## src/rtl/axil_pkg.sv

```systemverilog
// axil_pkg: shared AXI4-Lite response codes, FSM states and command/response records
// for the AXI4-Lite command master.
package axil_pkg;

   localparam int AXIL_ADDR_W = 32;
   localparam int AXIL_DATA_W = 32;

   localparam logic [1:0] RESP_OKAY   = 2'b00;
   localparam logic [1:0] RESP_EXOKAY = 2'b01;
   localparam logic [1:0] RESP_SLVERR = 2'b10;
   localparam logic [1:0] RESP_DECERR = 2'b11;

   typedef enum logic [2:0] {
      IDLE,
      WR_REQ,
      WR_RESP,
      RD_REQ,
      RD_RESP,
      RSP
   } state_t;

   typedef struct packed {
      logic                       write;
      logic [AXIL_ADDR_W-1:0]     addr;
      logic [AXIL_DATA_W-1:0]     wdata;
      logic [AXIL_DATA_W/8-1:0]   wstrb;
   } cmd_t;

   typedef struct packed {
      logic                       is_read;
      logic [AXIL_DATA_W-1:0]     rdata;
      logic [1:0]                 resp;
   } rsp_t;

endpackage

```

## src/rtl/axil_cmd_master_sat_counter.sv

```systemverilog
// sat_counter: counter that increments on i_inc and sticks at all-ones instead of wrapping.
module sat_counter #(
   parameter int W = 16
) (
   input  logic         clk,
   input  logic         rst_n,
   input  logic         i_inc,
   output logic [W-1:0] o_count
);

   logic [W-1:0] r_count;

   always_ff @(posedge clk or negedge rst_n) begin
      if (!rst_n)
         r_count <= '0;
      else if (i_inc && r_count != '1)
         r_count <= r_count + 1'b1;
   end

   assign o_count = r_count;

endmodule

```

## src/rtl/axil_cmd_master.sv

```systemverilog
// axil_cmd_master: turns a valid/ready command stream into single AXI4-Lite reads/writes,
// one outstanding at a time, and returns each response on a valid/ready stream.
module axil_cmd_master
   import axil_pkg::*;
#(
   parameter int ADDR_W      = 32,
   parameter int DATA_W      = 32,
   parameter int TIMEOUT_CYC = 1024,
   parameter int CNT_W       = 16
) (
   input  logic                axilite_clk,
   input  logic                axilite_rstb,
   input  logic                cmd_valid,
   output logic                cmd_ready,
   input  logic                cmd_write,
   input  logic [ADDR_W-1:0]   cmd_addr,
   input  logic [DATA_W-1:0]   cmd_wdata,
   input  logic [DATA_W/8-1:0] cmd_wstrb,
   output logic                rsp_valid,
   input  logic                rsp_ready,
   output logic                rsp_is_read,
   output logic [DATA_W-1:0]   rsp_rdata,
   output logic [1:0]          rsp_resp,
   output logic [ADDR_W-1:0]   m_axil_awaddr,
   output logic [2:0]          m_axil_awprot,
   output logic                m_axil_awvalid,
   input  logic                m_axil_awready,
   output logic [DATA_W-1:0]   m_axil_wdata,
   output logic [DATA_W/8-1:0] m_axil_wstrb,
   output logic                m_axil_wvalid,
   input  logic                m_axil_wready,
   input  logic [1:0]          m_axil_bresp,
   input  logic                m_axil_bvalid,
   output logic                m_axil_bready,
   output logic [ADDR_W-1:0]   m_axil_araddr,
   output logic [2:0]          m_axil_arprot,
   output logic                m_axil_arvalid,
   input  logic                m_axil_arready,
   input  logic [DATA_W-1:0]   m_axil_rdata,
   input  logic [1:0]          m_axil_rresp,
   input  logic                m_axil_rvalid,
   output logic                m_axil_rready,
   output logic                timeout_pulse,
   output logic                timeout_flag,
   output logic [CNT_W-1:0]    wr_cnt,
   output logic [CNT_W-1:0]    rd_cnt,
   output logic [CNT_W-1:0]    err_cnt
);

   localparam int TW = $clog2(TIMEOUT_CYC + 1);

   state_t        r_state, w_next;
   cmd_t          r_cmd;
   rsp_t          r_rsp;
   logic          r_aw_done, r_w_done, r_tflag;
   logic [TW-1:0] r_tcnt;
   logic          w_accept, w_aw_hs, w_w_hs, w_b_hs, w_r_hs, w_busy, w_err_inc;

   always_comb begin
      w_next         = r_state;
      cmd_ready      = 1'b0;
      m_axil_awvalid = 1'b0;
      m_axil_wvalid  = 1'b0;
      m_axil_bready  = 1'b0;
      m_axil_arvalid = 1'b0;
      m_axil_rready  = 1'b0;
      rsp_valid      = 1'b0;
      case (r_state)
         IDLE: begin
            cmd_ready = 1'b1;
            if (cmd_valid) w_next = cmd_write ? WR_REQ : RD_REQ;
         end
         WR_REQ: begin
            m_axil_awvalid = !r_aw_done;
            m_axil_wvalid  = !r_w_done;
            if ((r_aw_done || m_axil_awready) && (r_w_done || m_axil_wready)) w_next = WR_RESP;
         end
         WR_RESP: begin
            m_axil_bready = 1'b1;
            if (m_axil_bvalid) w_next = RSP;
         end
         RD_REQ: begin
            m_axil_arvalid = 1'b1;
            if (m_axil_arready) w_next = RD_RESP;
         end
         RD_RESP: begin
            m_axil_rready = 1'b1;
            if (m_axil_rvalid) w_next = RSP;
         end
         RSP: begin
            rsp_valid = 1'b1;
            if (rsp_ready) w_next = IDLE;
         end
         default: w_next = IDLE;
      endcase
   end

   assign w_accept  = cmd_valid && cmd_ready;
   assign w_aw_hs   = m_axil_awvalid && m_axil_awready;
   assign w_w_hs    = m_axil_wvalid && m_axil_wready;
   assign w_b_hs    = m_axil_bvalid && m_axil_bready;
   assign w_r_hs    = m_axil_rvalid && m_axil_rready;
   assign w_busy    = r_state inside {WR_REQ, WR_RESP, RD_REQ, RD_RESP};
   assign w_err_inc = (w_b_hs && m_axil_bresp != RESP_OKAY) || (w_r_hs && m_axil_rresp != RESP_OKAY);

   always_ff @(posedge axilite_clk or negedge axilite_rstb) begin
      if (!axilite_rstb) begin
         r_state   <= IDLE;
         r_cmd     <= '0;
         r_rsp     <= '0;
         r_aw_done <= 1'b0;
         r_w_done  <= 1'b0;
         r_tcnt    <= '0;
         r_tflag   <= 1'b0;
      end else begin
         r_state <= w_next;
         if (w_accept) begin
            r_cmd.write <= cmd_write;
            r_cmd.addr  <= AXIL_ADDR_W'(cmd_addr);
            r_cmd.wdata <= cmd_wdata;
            r_cmd.wstrb <= cmd_wstrb;
            r_aw_done   <= 1'b0;
            r_w_done    <= 1'b0;
         end else begin
            if (w_aw_hs) r_aw_done <= 1'b1;
            if (w_w_hs) r_w_done <= 1'b1;
         end
         if (w_b_hs || w_r_hs) begin
            r_rsp.is_read <= !r_cmd.write;
            r_rsp.rdata   <= w_r_hs ? m_axil_rdata : '0;
            r_rsp.resp    <= w_r_hs ? m_axil_rresp : m_axil_bresp;
         end
         // timer parks at TIMEOUT_CYC so the pulse can fire only once per transaction
         if (w_accept)
            r_tcnt <= '0;
         else if (w_busy && r_tcnt != TW'(TIMEOUT_CYC))
            r_tcnt <= r_tcnt + 1'b1;
         if (timeout_pulse) r_tflag <= 1'b1;
      end
   end

   assign timeout_pulse = w_busy && r_tcnt == TW'(TIMEOUT_CYC - 1);
   assign timeout_flag  = r_tflag;

   assign m_axil_awaddr = r_cmd.addr[ADDR_W-1:0];
   assign m_axil_araddr = r_cmd.addr[ADDR_W-1:0];
   assign m_axil_awprot = 3'b000;
   assign m_axil_arprot = 3'b000;
   assign m_axil_wdata  = r_cmd.wdata;
   assign m_axil_wstrb  = r_cmd.wstrb;

   assign rsp_is_read = r_rsp.is_read;
   assign rsp_rdata   = r_rsp.rdata;
   assign rsp_resp    = r_rsp.resp;

   sat_counter #(.W(CNT_W)) u_wr_cnt (
      .clk     (axilite_clk),
      .rst_n   (axilite_rstb),
      .i_inc   (w_b_hs),
      .o_count (wr_cnt)
   );

   sat_counter #(.W(CNT_W)) u_rd_cnt (
      .clk     (axilite_clk),
      .rst_n   (axilite_rstb),
      .i_inc   (w_r_hs),
      .o_count (rd_cnt)
   );

   sat_counter #(.W(CNT_W)) u_err_cnt (
      .clk     (axilite_clk),
      .rst_n   (axilite_rstb),
      .i_inc   (w_err_inc),
      .o_count (err_cnt)
   );

endmodule
```

## config.mk

```make
export PLATFORM = sky130hd
export DESIGN_NAME = axil_cmd_master
export DESIGN_NICKNAME = d
export VERILOG_FILES = /design/src/rtl/axil_pkg.sv /design/src/rtl/axil_cmd_master_sat_counter.sv /design/src/rtl/axil_cmd_master.sv
export SDC_FILE = /design/constraint.sdc
export NUM_CORES = 1
export LEC_CHECK = 0
export ABC_AREA = 0
export ABC_CLOCK_PERIOD_IN_PS = 1600
export CAP_MARGIN = 20
export CELL_PAD_IN_SITES_DETAIL_PLACEMENT = 0
export CELL_PAD_IN_SITES_GLOBAL_PLACEMENT = 1
export CORE_MARGIN = 5
export CORE_UTILIZATION = 30
export DETAILED_ROUTE_END_ITERATION = 10
export PLACE_DENSITY_LB_ADDON = 0.08
export SLEW_MARGIN = 30
export SYNTH_ARGS = -nofsm -noshare
export SYNTH_HDL_FRONTEND = slang
export SYNTH_SLANG_ARGS = --single-unit
export TNS_END_PERCENT = 5
```

## constraint.sdc

```tcl
create_clock -name axilite_clk -period 1.6 [get_ports axilite_clk]
set_input_delay 0.24 -clock axilite_clk [delete_from_list [all_inputs] [get_ports axilite_clk]]
set_output_delay 0.24 -clock axilite_clk [all_outputs]
set_load 0.05 [all_outputs]
```

### After elaboration in Yosys (flattened, before gate mapping)

Index checks and enable logic that the tools add are counted.

* equal/unequal tests: 16
* reductions and logical operators: 28
* mux-type cells: 23
* add/subtract/negate cells: 4

Operators by type and width (number)
* $add A16 B1 Y16 const B: 3
* $ne A16 B16 Y1 const B: 3
* $mux W32: 1
* $mux W11: 2
* $mux W3: 6
* $pmux W3 S6: 1
* $logic_and A1 B1 Y1: 13
* $ne A2 B2 Y1 const B: 6
* $add A11 B1 Y11 const B: 1
* $eq A11 B10 Y1 const B: 1
* $mux W1: 11
* $ne A11 B11 Y1 const B: 1
* $reduce_bool A2 Y1: 5
* $eq A3 B2 Y1 const B: 2
* $eq A3 B3 Y1 const B: 2
* $reduce_and A6 Y1: 1
* $logic_or A1 B1 Y1: 4
* $mux W2: 2
* $reduce_bool A4 Y1: 1
* $eq A3 B1 Y1 const B: 1
* $logic_not A1 Y1: 3
* $logic_not A3 Y1: 1

* input port bits: 114
* output and inout bits: 198
* bits in registers: 169
* word-level logic and storage cells: 86

### Longest topological paths before layout

Gate-level depths: netlist of run 1.

* word-level depth: 6
* gate-level depth with buffers: 10
* mapped depth without buffers: 5

### Modules after synthesis

From an unflattened synthesis of run 1, not the netlist that was laid out.

* cells, all modules: 819
* area total of the unflattened synthesis: 8256.7 um^2

By module, submodules not included
* axil_cmd_master: cells each 603, area each 5677.9 um^2, times used 1, sequential area each 3027.9 um^2
* sat_counter: cells each 72, area each 859.6 um^2, times used 3, sequential area each 400.4 um^2

### Worst setup path after synthesis of run 1

Ideal clock, no wire load.

* path kind: register to output
* start point: register r_state[1]
* end point: output port timeout_pulse
* stages on the path, launching flop included: 6
* path buffers: 2
* arrival time: 2458 ps
* slack: -1098 ps
* data required time: 1360 ps
* cell sequence: dfrtp_1 -> buf_2 -> or3_1 -> buf_2 -> nand4_2 -> nor4_1

* word-level cells in the longest chain between the ends: 3
* elaborated cells between the ends (all ways): 6
* those cells by class: eq/ne: 4; reduce/logical: 2

RTL lines
* from (decl): RTL line axil_cmd_master.sv:52 `state_t r_state, w_next;`
* from (signal assigned): RTL line axil_cmd_master.sv:116 `r_state <= w_next;`
* $eq A3 B1 Y1 (tied with other cells): RTL line axil_cmd_master.sv:103 `assign w_busy = r_state inside {WR_REQ, WR_RESP, RD_REQ, RD_RESP};`
* $reduce_bool A4 Y1 (*): RTL line axil_cmd_master.sv:103
* $logic_and A1 B1 Y1 (*): RTL line axil_cmd_master.sv:142 `assign timeout_pulse = w_busy && r_tcnt == TW'(TIMEOUT_CYC - 1);`
* to (decl): RTL line axil_cmd_master.sv:43 `output logic timeout_pulse,`

Every way passes the cells marked *; elsewhere a longest branch is shown, timed or not.

### Worst setup path after layout of run 1

* start point: register r_tcnt[0]
* end point: output port timeout_pulse

* word-level cells in the longest chain between the ends: 2

RTL lines
* from (decl): RTL line axil_cmd_master.sv:56 `logic [TW-1:0] r_tcnt;`
* from (signal assigned): RTL line axil_cmd_master.sv:137 `r_tcnt <= r_tcnt + 1'b1;`
* $eq A11 B10 Y1: RTL line axil_cmd_master.sv:142
* $logic_and A1 B1 Y1: RTL line axil_cmd_master.sv:142

No other way between the ends.

==> results of run 1 <==
-- power breakdown --
group	internal, mW	switching, mW	leakage, nW
sequential	5.82	1.02	2.17
combinational	5.37	9.97	3.99
clock	2.40	2.00	0.299
total	13.6	13.0	6.46
-- worst min path at each step --
stage                                  to  slack, ns  depth (start not counted)          from
floorplan                m_axil_araddr[0]      -0.06                          0  axilite_rstb
global placement    u_err_cnt.o_count[10]       0.22                          1  axilite_rstb
detailed placement  u_err_cnt.o_count[10]       0.22                          1  axilite_rstb
CTS                       m_axil_wdata[4]       0.30                          3  cmd_wdata[4]
global route             m_axil_araddr[0]       0.32                          3   cmd_addr[0]
finish              u_err_cnt.o_count[10]       0.32                          2  axilite_rstb
-- layout by cell type, fill, tap and decap left out, types with 14 or more instances in the layout --
master,n
buf_12,33
nand3_1,14
a22o_1,32
buf_4,275
nand2_1,229
xor2_1,39
dfrtp_1,156
nand4_1,19
clkbuf_16,18
buf_6,21
clkdlybuf4s50_1,112
-- what timing repair did --
action                     4_1_cts  5_1_grt
gates resized for setup         71       44
setup buffers                    9        8
pin swaps                       34       26
hold buffers                     1        0
setup endpoints to repair      167      175
gates cloned                     0        1
hold endpoints to repair        33        0
-- state kept, by name, summed over array words and instances, names as in the netlist --
signal	flops
r_aw_done	1
m_axil_wstrb	4
u_err_cnt.o_count	16
r_cmd	1
r_tcnt	11
m_axil_araddr	32
timeout_flag	1
rsp_resp	2
rsp_is_read	1
u_rd_cnt.o_count	16
r_state	3
u_wr_cnt.o_count	16
r_w_done	1
rsp_rdata	32
m_axil_wdata	32
-- layout make-up --
type,count,share of cell area
Sequential cell,169,0.3300
Timing Repair Buffer,444,0.3212
Multi-Input combinational cell,507,0.2631
Tap cell,341,0.03316
Clock buffer,17,0.03307
Clock inverter,15,0.01566
Inverter,11,0.003793
-- logic make-up after synthesis --
kind of cell | synth area share
and+or+nand+nor | 0.2140
DFF | 0.5186
buffers and inverters | 0.1275
AOI/OAI and AO/OA | 0.06735
xor gates and xnor gates | 0.04511
muxes | 0.01933
adders and majority gates | 0.007671
other | 0.0004598
-- per-layer routing --
layer / routed length, um / vias to the layer above / GRT usage
met5: 0 / - / 0
met4: 207 / 0 / 0.03830
met3: 1597 / 11 / 0.04349
met2: 11610 / 187 / 0.2515
met1: 10790 / 3247 / 0.2041
li1: - / 3311 / -
==> impl_metrics.yaml, run 1 <==
cts:
  root_buffer: "clkbuf_16"
  numClockSinks: 169
  clockBufferDepth: 2
  cts_tree: "yes"
  clk_pin_slew_ns: 0.08
  htree_levels: 4
  cts_made_buffers: 17
  clkLatencyLatePin_ns: 0.43
synthesis:
  synth_edf_count: 0
  syn_inst: 824
  synth_most_common_cell: "nand2_1"
  synthFlopType: "dfrtp_1"
  yosysTopAreaCell: "dfrtp_1"
  synth_area_mm2: 0.008155
  ys_async_sr_fraction: 1.000
  synth.yosys.seq_area_share: 0.5186
  synth_top_area_share: 0.5186
  syn_area_per_cell_um2: 9.897
  ys_types: 55
  ys_top_cells_by_count: "nand2_1 (234), dfrtp_1 (169), buf_4 (107), xor2_1 (39), a22o_1 (32)"
  synth.top_cells.by_area: "dfrtp_1 (52%), nand2_1 (11%), buf_4 (9.8%), xor2_1 (4.2%), a22o_1 (3.4%)"
  ys_warn_count: 0
  synth-seq-cells: 169
routing:
  dr.pass1.iters: 4
  drtIter0Drc: 287
  viasPerCell: 4.492
  vias: 6756
  ant_nets: 0
  drt-total-wl_um: 24210
  wl_per_cell_um: 16.10
  drc: 0
critical_path:
  critPathMaxFanout: 3
  reg2reg_from: "r_state[1]"
  cp.required_ns: 1.36
  cpMaxStageDelayCell: "dfrtp_1"
  rrSetupSlack_ns: -0.38
  reg2reg_to: "u_rd_cnt.o_count[13]"
  crit_family: "simple AND/OR/NAND/NOR gates"
  critical_path_arrival_ns: 1.79
  crit_path_start_kind: "flip-flop"
  critPathBufInv: 1
  r2r_cells: 7
  crit_cells: 5
  slowest_delay_ns: 0.41
  cp_cell_sequence: "ha_4 -> and4_4 -> nand2_4 -> nor4_4 -> buf_12"
  cp-startpoint: "r_tcnt[0]"
  crit_end: "timeout_pulse"
  crit_type: "flip-flop to output port"
  end_kind: "output port"
final_layout:
  n_antenna_cell: 0
  fin_util: 0.4787
  syn_to_final_growth_pct: 57.75
  fin_cells: 1504
  drive_gt1_frac: 0.4015
  final_cell_area_mm2: 0.01286
  seqCellArea_mm2: 0.004245
  fill_cells: 2535
  layout.nets: 1269
  multiInputGateArea_mm2: 0.003385
die:
  rows: 60
  coreArea_mm2: 0.02688
  die-area_mm2: 0.03058
  start_util: 0.3034
  ios: 312
  die_y_um: 174.9
  die_x_um: 174.9
placement:
  hpwl_um: 17800
  placed_cells: 1454
  dp_slack_ns: -0.3712
  numPortBuffers: 305
  place_area_mm2: 0.01158
  place.gp.congestion: 0.7416
timing:
  fin_crit_sh: 1.266
  finalWorstSetupSlack_ns: -0.4262
  rsz0062_at_grt: "true"
  fmaxAchievable_ghz: 0.4935
  hold_violations: 0
  clock_skew_ns: 0.01856
  period_minus_slack_ns: 2.026
  setup_violations: 168
  hold_slack_ns: 0.3191
  slew_viol_final: 0
  setup-tns-final_ns: -27.64
grt:
  grt_max_degree: 45
  grt_pass1_vias: 6979
  grt-ovfl-total: 0
  track_usage: 0.1543
  grt_pass1_wl_um: 38300
  antenna_found_initial: 0
pwr:
  leakagePower_nw: 6.456
  powerDensity_mw_per_mm2: 2066
  finalPower_mw: 26.58
  vdd_drop_max_uv: 1148
outcome:
  status: "finished, violations left"
  violations: "setup timing"
run:
  maxCapViolCount: 0
min_path:
  min_path_type: "input pin to asynchronous set/reset pin"
Power figures use the tool's default switching activity.
==> run 2: changes to the inputs <==
- TNS_END_PERCENT: 5 -> unset
==> run 2 against run 1 <==
The flow still finishes with violations (setup timing); fmax is 0.52% lower; sequential share of layout area shrank 2.0 points; register-to-register slack got worse by 0.02 ns; cell area is 7.4% higher; wire length is 9.4% higher; global-route usage increased by 1.7 points; core utilization grew 3.6 points; power rose by 5.6%; critical path depth is the same; critical path type unchanged; largest power group unchanged; highest routed layer unchanged.
==> impl_metrics.yaml, run 2 (synthesized netlist as in run 1, its figures left out) <==
routing:
  drt-total-wl_um: 26490
  drc: 0
  viasPerCell: 4.533
  drtIter0Drc: 291
  vias: 6986
  dr.pass1.iters: 5
  ant_nets: 0
  wl_per_cell_um: 17.19
final_layout:
  layout_common_cells: "buf_4 (278), nand2_1 (224), dfrtp_1 (126), clkdlybuf4s50_1 (112), dfrtp_2 (43)"
  final_common_cell: "buf_4"
  n_antenna_cell: 0
  fin_cells: 1541
  syn_to_final_growth_pct: 69.45
  fin_util: 0.5142
  layout.nets: 1306
  drive_gt1_frac: 0.4600
  fill_cells: 2463
  final_cell_area_mm2: 0.01382
grt:
  antenna_found_initial: 0
  grt_pass1_vias: 7236
  grt-ovfl-total: 0
  track_usage: 0.1717
  grt_pass1_wl_um: 41990
  grt_max_degree: 57
critical_path:
  end_kind: "output port"
  crit_path_start_kind: "flip-flop"
  rrSetupSlack_ns: -0.40
  cp_cell_sequence: "or3b_4 -> or2_4 -> buf_6 -> clkinvlp_4 -> buf_12"
  crit_family: "simple AND/OR/NAND/NOR gates"
  critical_path_arrival_ns: 1.80
  cpMaxStageDelayCell: "dfrtp_2"
  slowest_delay_ns: 0.43
  critPathMaxFanout: 3
  crit_type: "flip-flop to output port"
  critPathBufInv: 3
  cp.required_ns: 1.36
die:
  rows: 60
  die-area_mm2: 0.03058
  start_util: 0.3034
  die_y_um: 174.9
  coreArea_mm2: 0.02688
  die_x_um: 174.9
  ios: 312
cts:
  numClockSinks: 169
  htree_levels: 4
  clockBufferDepth: 2
  clkLatencyLatePin_ns: 0.42
  cts_tree: "yes"
  cts_made_buffers: 17
  clk_pin_slew_ns: 0.08
  root_buffer: "clkbuf_16"
pwr:
  clock_power_share: 0.158
  vdd_drop_max_uv: 938.4
  internal-power_mw: 14.54
  p_comb_frac: 0.593
  leakagePower_nw: 6.800
  finalPower_mw: 28.07
  pwr-share-seq: 0.248
  switching_share: 0.4820
  powerDensity_mw_per_mm2: 2031
  power.switching_mw: 13.53
run:
  maxCapViolCount: 0
timing:
  fmaxAchievable_ghz: 0.4910
  setup_violations: 171
  setup-tns-final_ns: -37.55
  rsz0062_at_grt: "true"
  clock_skew_ns: 0.01258
  period_minus_slack_ns: 2.037
  hold_slack_ns: 0.2799
  hold_violations: 0
  finalWorstSetupSlack_ns: -0.4368
  slew_viol_final: 0
  fin_crit_sh: 1.273
placement:
  place_area_mm2: 0.01164
  placed_cells: 1446
  dp_slack_ns: -0.3607
  numPortBuffers: 305
  hpwl_um: 17900
  place.gp.congestion: 0.7337
outcome:
  status: "finished, violations left"
  violations: "setup timing"
min_path:
  min_path_type: "input pin to asynchronous set/reset pin"
run 2: layer usage:
| metal | routed length, um | share of wire | vias up | GRT usage |
|---|---|---|---|---|
| met5 | 0 | 0 | - | 0 |
| met4 | 261 | 0.0099 | 0 | 0.03535 |
| met3 | 1423 | 0.054 | 14 | 0.03959 |
| met2 | 12740 | 0.48 | 209 | 0.2860 |
| met1 | 12060 | 0.46 | 3360 | 0.2304 |
| li1 | - | - | 3403 | - |
run 2: worst register-to-register path: cells and delay by family (launching register included):
kind | cells | cell delay [ns]
buffers and inverters | 4 | 0.50
flip-flops | 1 | 0.45
AO/OA/AOI/OAI | 1 | 0.33
AND/OR/NAND/NOR | 2 | 0.32
multiplexers | 1 | 0.30
run 2: timing repair:
| item | in CTS | in global routing |
|---|---|---|
| cloned | 19 | 2 |
| setup buffers | 44 | 10 |
| setup endpoints to repair | 161 | 176 |
| hold buffers | 1 | 0 |
| gates resized for setup | 150 | 31 |
| hold endpoints to repair | 32 | 0 |
| pin swaps | 87 | 39 |
run 2: power groups by stage:
stage,Clock (mW),Sequential (mW),Combinational [mW]
floorplan,0,8.85,9.29
global placement,0,7.04,14.6
detailed placement,0,7.03,14.7
CTS,4.60,6.96,16.7
global route,4.77,7.20,17.5
finish,4.44,6.97,16.7
run 2: final cells by class:
cell class	instances	area, um^2	share of cell area
Clock inverter	15	206.4	0.01494
Multi-Input combinational cell	509	3710	0.2684
Tap cell	341	426.7	0.03087
Timing Repair Buffer	479	4713	0.3411
Sequential cell	169	4283	0.3099
Clock buffer	17	425.4	0.03078
Inverter	11	55.05	0.003984
run 2: path summary, 6_finish.rpt:
check                            startpoint                   end  cells past startpoint
setup / recovery                 r_state[2]         m_axil_wvalid                      5
hold / removal                 axilite_rstb     m_axil_araddr[21]                      2
setup reg to reg                 r_state[0]  u_err_cnt.o_count[1]                      8
hold reg to reg            m_axil_wdata[14]      m_axil_wdata[14]                      2
max in group asynchronous      axilite_rstb      m_axil_wdata[27]                      3
min in group axilite_clk       cmd_addr[19]     m_axil_araddr[19]                      3
